<file path="config.mk">
export PLATFORM = sky130hd
export DESIGN_NAME = blk_stream_sink
export DESIGN_NICKNAME = d
export VERILOG_FILES = /design/src/rtl/blk_stream_sink.sv
export SDC_FILE = /design/constraint.sdc
export NUM_CORES = 2
export LEC_CHECK = 0
export CORE_UTILIZATION = 30
export CTS_BUF_LIST = sky130_fd_sc_hd__clkbuf_4 sky130_fd_sc_hd__clkbuf_8 sky130_fd_sc_hd__clkbuf_16
export CTS_CLUSTER_DIAMETER = 200
export DETAILED_ROUTE_END_ITERATION = 10
export SYNTH_ARGS = -nofsm -noshare
export SYNTH_HDL_FRONTEND = slang
export SYNTH_MEMORY_MAX_BITS = 65536
export SYNTH_SLANG_ARGS = --single-unit
</file>
<file path="constraint.sdc">
create_clock -name clk -period 3.6 [get_ports clk]
set_input_delay 0.54 -clock clk [delete_from_list [all_inputs] [get_ports clk]]
set_output_delay 0.54 -clock clk [all_outputs]
set_load 0.03 [all_outputs]
</file>
<file path="src/rtl/blk_stream_sink.sv">
// Receiver for the 17-bit block-mode stream: checks header/payload/done framing,
// captures payload words and keeps statistics. BLK_STREAM_SINK_THROTTLE_EN adds LFSR ready throttling.
module blk_stream_sink #(
    parameter int          DEPTH     = 256,
    parameter logic [15:0] LFSR_SEED = 16'hACE1
) (
    input  logic                     clk,
    input  logic                     rst_n,
    input  logic                     clk_en,
    input  logic                     flush,
    input  logic [16:0]              data,
    input  logic                     valid,
    output logic                     ready,
    input  logic [$clog2(DEPTH)-1:0] rd_addr,
    output logic [16:0]              rd_data,
    output logic [15:0]              word_count,
    output logic [15:0]              block_count,
    output logic [31:0]              cycle_count,
    output logic                     done,
    output logic                     overflow,
    output logic                     protocol_err
`ifdef BLK_STREAM_SINK_THROTTLE_EN
    ,
    output logic [31:0]              throttle_cycles
`endif
);
    localparam int          AW       = $clog2(DEPTH);
    localparam logic [AW:0] PTR_FULL = (AW+1)'(DEPTH);
    localparam logic [16:0] DONE_TOK = 17'h10100;

    if (DEPTH < 2 || (DEPTH & (DEPTH - 1)) != 0) begin : g_bad_depth
        $error("DEPTH must be a power of two >= 2");
    end
    if (LFSR_SEED == 16'h0) begin : g_bad_seed
        $error("LFSR_SEED must be nonzero");
    end

    typedef enum logic [1:0] {S_IDLE, S_HDR, S_PAY, S_DONE} state_t;

    function automatic logic [15:0] sat16(input logic [15:0] x);
        return (x == 16'hFFFF) ? x : x + 16'd1;
    endfunction
    function automatic logic [31:0] sat32(input logic [31:0] x);
        return (x == 32'hFFFF_FFFF) ? x : x + 32'd1;
    endfunction

    state_t      state_q, state_d;
    logic [15:0] rem_q, rem_d, wc_q, wc_d, bc_q, bc_d;
    logic [31:0] cc_q, cc_d;
    logic [AW:0] wptr_q, wptr_d;
    logic        done_q, done_d, ovf_q, ovf_d, perr_q, perr_d;
    logic        ready_q, ready_d;
    logic        we, xfer, tok, clr;
    logic [16:0] mem [DEPTH];
    logic [16:0] rd_q;

    assign xfer = valid & ready_q & clk_en;
    assign tok  = (data == DONE_TOK);
    assign clr  = ~rst_n | (clk_en & flush);

    always_comb begin
        state_d = state_q;
        rem_d   = rem_q;
        wptr_d  = wptr_q;
        wc_d    = wc_q;
        bc_d    = bc_q;
        cc_d    = cc_q;
        done_d  = done_q;
        ovf_d   = ovf_q;
        perr_d  = perr_q;
        we      = 1'b0;
        if (clk_en) begin
            // The first valid starts the cycle counter even if the word is not taken.
            if (state_q == S_IDLE && valid) begin
                state_d = S_HDR;
                cc_d    = 32'd1;
            end else if (state_q == S_HDR || state_q == S_PAY) begin
                cc_d = sat32(cc_q);
            end
            if (xfer) begin
                if (state_q == S_PAY) begin
                    if (tok) begin
                        perr_d  = 1'b1;
                        done_d  = 1'b1;
                        state_d = S_DONE;
                    end else begin
                        wc_d  = sat16(wc_q);
                        rem_d = rem_q - 16'd1;
                        if (rem_q == 16'd1) state_d = S_HDR;
                        if (wptr_q == PTR_FULL) begin
                            ovf_d = 1'b1;
                        end else begin
                            we     = 1'b1;
                            wptr_d = wptr_q + 1'b1;
                        end
                    end
                end else if (tok) begin
                    done_d  = 1'b1;
                    state_d = S_DONE;
                end else begin
                    perr_d  = perr_q | data[16];
                    bc_d    = sat16(bc_q);
                    rem_d   = data[15:0];
                    state_d = (data[15:0] == 16'd0) ? S_HDR : S_PAY;
                end
            end
        end
    end

`ifdef BLK_STREAM_SINK_THROTTLE_EN
    logic [15:0] lfsr_q, lfsr_d;
    logic [31:0] thr_q, thr_d;

    always_comb begin
        lfsr_d = lfsr_q;
        thr_d  = thr_q;
        if (clk_en) begin
            lfsr_d = {lfsr_q[14:0], lfsr_q[15] ^ lfsr_q[13] ^ lfsr_q[12] ^ lfsr_q[10]};
            if (valid && !ready_q && state_q != S_DONE) thr_d = sat32(thr_q);
        end
    end
    assign ready_d = clk_en ? ((state_d != S_DONE) & lfsr_d[0]) : ready_q;

    always_ff @(posedge clk) begin
        if (clr) begin
            lfsr_q <= LFSR_SEED;
            thr_q  <= 32'd0;
        end else begin
            lfsr_q <= lfsr_d;
            thr_q  <= thr_d;
        end
    end
    assign throttle_cycles = thr_q;
`else
    assign ready_d = clk_en ? (state_d != S_DONE) : ready_q;
`endif

    always_ff @(posedge clk) begin
        if (clr) begin
            state_q <= S_IDLE;
            rem_q   <= 16'd0;
            wptr_q  <= '0;
            wc_q    <= 16'd0;
            bc_q    <= 16'd0;
            cc_q    <= 32'd0;
            done_q  <= 1'b0;
            ovf_q   <= 1'b0;
            perr_q  <= 1'b0;
            ready_q <= 1'b1;
        end else begin
            state_q <= state_d;
            rem_q   <= rem_d;
            wptr_q  <= wptr_d;
            wc_q    <= wc_d;
            bc_q    <= bc_d;
            cc_q    <= cc_d;
            done_q  <= done_d;
            ovf_q   <= ovf_d;
            perr_q  <= perr_d;
            ready_q <= ready_d;
        end
    end

    // Buffer is never cleared; readback keeps running through flush.
    always_ff @(posedge clk) begin
        if (we && !clr) mem[wptr_q[AW-1:0]] <= data;
    end

    always_ff @(posedge clk) begin
        if (!rst_n)      rd_q <= 17'd0;
        else if (clk_en) rd_q <= mem[rd_addr];
    end

    assign ready        = ready_q;
    assign rd_data      = rd_q;
    assign word_count   = wc_q;
    assign block_count  = bc_q;
    assign cycle_count  = cc_q;
    assign done         = done_q;
    assign overflow     = ovf_q;
    assign protocol_err = perr_q;
endmodule

</file>
After elaboration in Yosys (flattened, before gate mapping). Memories as Yosys holds them, arrays and structs flattened. A register that Yosys moved wholly into a read port is not among the register bits. Index checks and enable logic that the tools add are counted.

ROM bits: 0. Bits in latches: 0. Memories kept: 1. Logic and storage cells: 79. Bits in registers: 95. Memory bits (writable): 4352. Input port bits: 30.

Memories: mem (depth 256, bits a word 17, read ports 1, clocked after memory_dff 1, write ports 1, RTL line 54) `logic [16:0] mem [DEPTH];`.

Reductions and logical operators: 16. Multiply operators: 0. Equal/unequal tests: 12. $lt $le $gt $ge: 0. Mux-type cells: 24. Bitwise operators: 11. Shift operators: 0. $add $sub $neg: 5. Div/mod/pow operators: 0.

Operators by type and width (number): $mux W32 (3); $mux W16 (3); $add A16 B1 Y16 const B (2); $add A32 B1 Y32 const B (1); $eq A16 B16 Y1 const B (2); $eq A32 B32 Y1 const B (1); $reduce_and A5 Y1 (4); $eq A17 B17 Y1 const B (1); $eq A16 B1 Y1 const B (1); $logic_not A16 Y1 (1); $mux W2 (8); $sub A16 B1 Y16 const B (1); $mux W1 (10); $add A9 B1 Y9 const B (1); $eq A9 B9 Y1 const B (1); $reduce_and A3 Y1 (3); $ne A2 B2 Y1 const B (3); $not A1 Y1 (6); $reduce_and A4 Y1 (1); $and A1 B1 Y1 (3); $eq A2 B1 Y1 const B (1); $eq A2 B2 Y1 const B (1); $logic_and A1 B1 Y1 (2); $logic_not A1 Y1 (2); other kinds (5) (6).

Longest topological paths before layout.
Depth after elaboration: 9. Mapped depth: 14.

Least setup slack after synthesis. No wires, ideal clock.

Path type: in2reg. Start point: input port clk_en. End point: memory mem[190][0] (enable). Cell stages on the path: 8. Path buffers: 3. Path slack: 174 ps. Required time: 3210 ps. Arrival: 3035 ps. Library setup time: 390 ps. Path through: clkbuf_1 -> nand3_1 -> or3_1 -> clkbuf_1 -> nor3_1 -> nand2_1 -> clkbuf_1 -> nor2_1.

Cells in the longest elaborated chain, start to end: 6. Elaborated cells between the ends (all ways): 9.

RTL lines: start, declared (RTL line 9) `input logic clk_en,`; $and A1 B1 Y1, on equally long branches (RTL line 57, 59); $mux W1 or $or A1 B1 Y1 (tied branches) (RTL line 80, 59); $mux W1 or $logic_not A1 Y1 (tied branches) (RTL line 72, 166); $logic_and A1 B1 Y1 * (RTL line 166) `if (we && !clr) mem[wptr_q[AW-1:0]] <= data;`; $mux W1 * (RTL line 166); $mux W1 (implied by the code) * (RTL line 166); end, declared (RTL line 54).

Mark *: on every way between the ends. The rest lies on a longest branch, timed or not.

==> flow_summary.yaml <==
critical_path:
  path_buf_inv: 2
  cp_num_cells: 9
  cp_max_fo: 20
  arrival_ns: 4.69
  path_class: "in2reg"
  crit_slowest_cell: "nor3_2"
  cp-end-kind: "flip-flop"
  startpoint_type: "input port"
  crit_required_ns: 4.54
  critPathMaxStageDelay_ns: 1.06
  critical_path.top_delay_family: "simple AND/OR/NAND/NOR gates"
  path_cells: "buf_2, nor2_1, nand2_1, buf_4, o22ai_1, a211oi_1, o2111ai_1, nor3_2, a211o_1"
  reg2reg_depth: 10
power:
  swShare_pct: 22.1
  switching_power_uw: 23700
  ir_worst_vdd_mv: 0.424
  pwr-share-clk_pct: 41.1
  power.total_uw: 107000
  power.share.combinational_pct: 5.8
  p_per_area_mw_per_mm2: 515
  p_seq_share_pct: 53.2
  leakagePower_uw: 0.0661
  internal_power_uw: 83700
synthesis:
  synth_enable_flop_cells: 4352
  syn_area_mm2: 0.173
  syn-num-nets: 8430
  async_flop_share_pct: 0
  synth_ff_type: "edfxtp_1"
  synth-warning-count: 0
  synth_top_area_cell: "edfxtp_1"
  synthTopCellsByArea: "edfxtp_1 76%, mux4_2 12%, mux2i_1 2.8%"
  netlist.area_leader.share_pct: 75.5
  synth_cell_type_count: 77
  ys_seq_area_share_pct: 76.8
  synth-seq-cells: 4464
  netlist_instances: 8389
  synth_area_per_cell_um2: 20.6
global_routing:
  antenna_found_initial: 41
  grt_pass1_wl_mm: 742
  track_usage_pct: 17.9
  grt_pass1_vias: 92762
  gr-total-overflow: 0
  grt_max_degree: 193
placement:
  detailed_place_hpwl_mm: 349
  numPortBuffers: 114
  gp_congestion: 0.922
  postPlaceCellArea_mm2: 0.195
clocking:
  clock_path_buffers: 4
  numClockSinks: 4464
  cts_tree: "yes"
  clk_latency_ns: 1.06
  clock_tree.root_cell: "clkbuf_16"
  cts_made_buffers: 417
  path_clk_slew_ns: 0.07
  cts_setup_buffers: 0
  cts.htree.levels: 5
route:
  dr.first_iter.drc_count: 13175
  vias: 93393
  vias_per_cell: 5.33
  totalWireLength_mm: 536
  dr.pass1.iters: 6
  drcViolationCount: 0
  wire_per_inst_um: 30.6
  postRouteAntennaNets: 0
timing:
  slew_viol_final: 35
  worst_pin_slew_ns: 1.52
  max_freq_ghz: 0.267
  worst_slack_ns: -0.145
  fin_skew_ns: 0.121
  min_period_ns: 3.75
  rsz0062_at_grt: "yes"
  relSlewSlack_pct: -1.44
  fin_tns_setup_ns: -0.145
  whs_ns: 0.0605
  fin_crit_sh_pct: 104
  finalHoldViolations: 0
  setup_viol: 1
finish:
  area_delta_synth_final_pct: 20.5
  final_common_cell: "edfxtp_1"
  fin_area_mm2: 0.209
  drive_gt1_share_pct: 30.8
  mostFrequentLayoutCells: "4,352 x edfxtp_1, 910 x mux4_2, 765 x buf_4, 477 x mux2i_1, 418 x clkbuf_16"
  nets: 9637
worst_hold_path:
  holdCritPathClass: "in2reg"
  hold_depth: 2
run_status:
  outcome: "complete, but fails checks"
  violations: "slew limit, setup timing"
floorplan:
  ios: 115
  fp.coreArea_mm2: 0.574
  start_util_pct: 30.2
  die_area_mm2: 0.580
  dieWidth_um: 762
  num_rows: 278
  die_h_um: 762
run:
  cap_viol_max_count: 0
[power by group through the flow]
| stage | clock (uW) | sequential [uW] | combinational (uW) |
|---|---|---|---|
| floorplan | 0 | 58200 | 2680 |
| global placement | 0 | 58200 | 6060 |
| detailed placement | 0 | 58200 | 6150 |
| CTS | 44700 | 57100 | 6170 |
| global route | 46500 | 57100 | 6380 |
| finish | 44100 | 57100 | 6210 |
[layout make-up]
type	instances	area (um^2)
sequential	4464	133000
clock buffer	533	11300
multi-input combinational	3414	37700
clock inverter	237	2260
tap	7560	9460
fill	52147	365000
antenna	15	37.5
timing repair buffer	1271	14800
inverter	28	115
[synthesized netlist by cell type (20+ instances only)]
master,count
nand4_1,40
nor4_1,33
buf_6,76
xor2_1,21
dfxtp_1,112
o22ai_1,170
nand2_1,252
buf_1,20
a22oi_1,80
buf_4,52
xnor2_1,40
clkbuf_1,180
o21ai_0,110
a31oi_1,29
buf_8,29
and2_1,22
a211oi_1,49
edfxtp_1,4352
and3_1,25
buf_2,122
nor3_1,89
a221oi_1,24
mux2_2,32
a21oi_1,122
inv_1,26
o221ai_1,81
mux4_2,910
nor2_1,467
mux2i_1,477
a2111oi_0,34
nand3_1,93
[cell families after synthesis]
family | after synthesis | share of synthesized area, %
xor+xnor | 61 | 0.309
mux | 1422 | 14.9
flops | 4464 | 76.8
simple gates | 1110 | 2.89
fa+ha+maj | 11 | 0.0795
buf+inv | 511 | 1.87
compound gates | 810 | 3.20
[state kept, by name, indices dropped and copies added, names as in the netlist]
register,cells
rd_data,17
mem,4352
protocol_err,1
ready,1
done,1
overflow,1
state_q,2
cycle_count,32
block_count,16
wptr_q,9
rem_q,16
word_count,16
[routing by layer]
layer / GRT usage [%] / share of wire (%)
met5: 0 / 0.055
met4: 6.76 / 4.4
met3: 5.18 / 12
met2: 28.0 / 46
met1: 23.6 / 38
[stage by stage]
stage / util, % / std cells / setup WS [ns]
floorplan: - / 8389 / 0.174
global placement: 33.9 / 16732 / -1.30
detailed placement: 33.9 / 16734 / -0.973
CTS: 36.3 / 17506 / -0.147
global route: 36.3 / 17508 / -0.0651
finish: 36.3 / 17522 / -0.145
[path summary, 6_finish.rpt]
kind	start	endpoint	slack, ns
setup / recovery	rd_addr[3]	rd_data[8]	-0.15
hold / removal	data[2]	mem[207][2]	0.06
setup reg to reg	state_q[0]	mem[161][10]	0.08
hold reg to reg	protocol_err	protocol_err	0.48
[what timing repair did]
item,in CTS,in global routing
hold buffers,2,0
hold endpoints to repair,11,0
endpoints found under the setup margin,1667,1999
gates resized for setup,3,12
(Power assumes the default switching activity.)
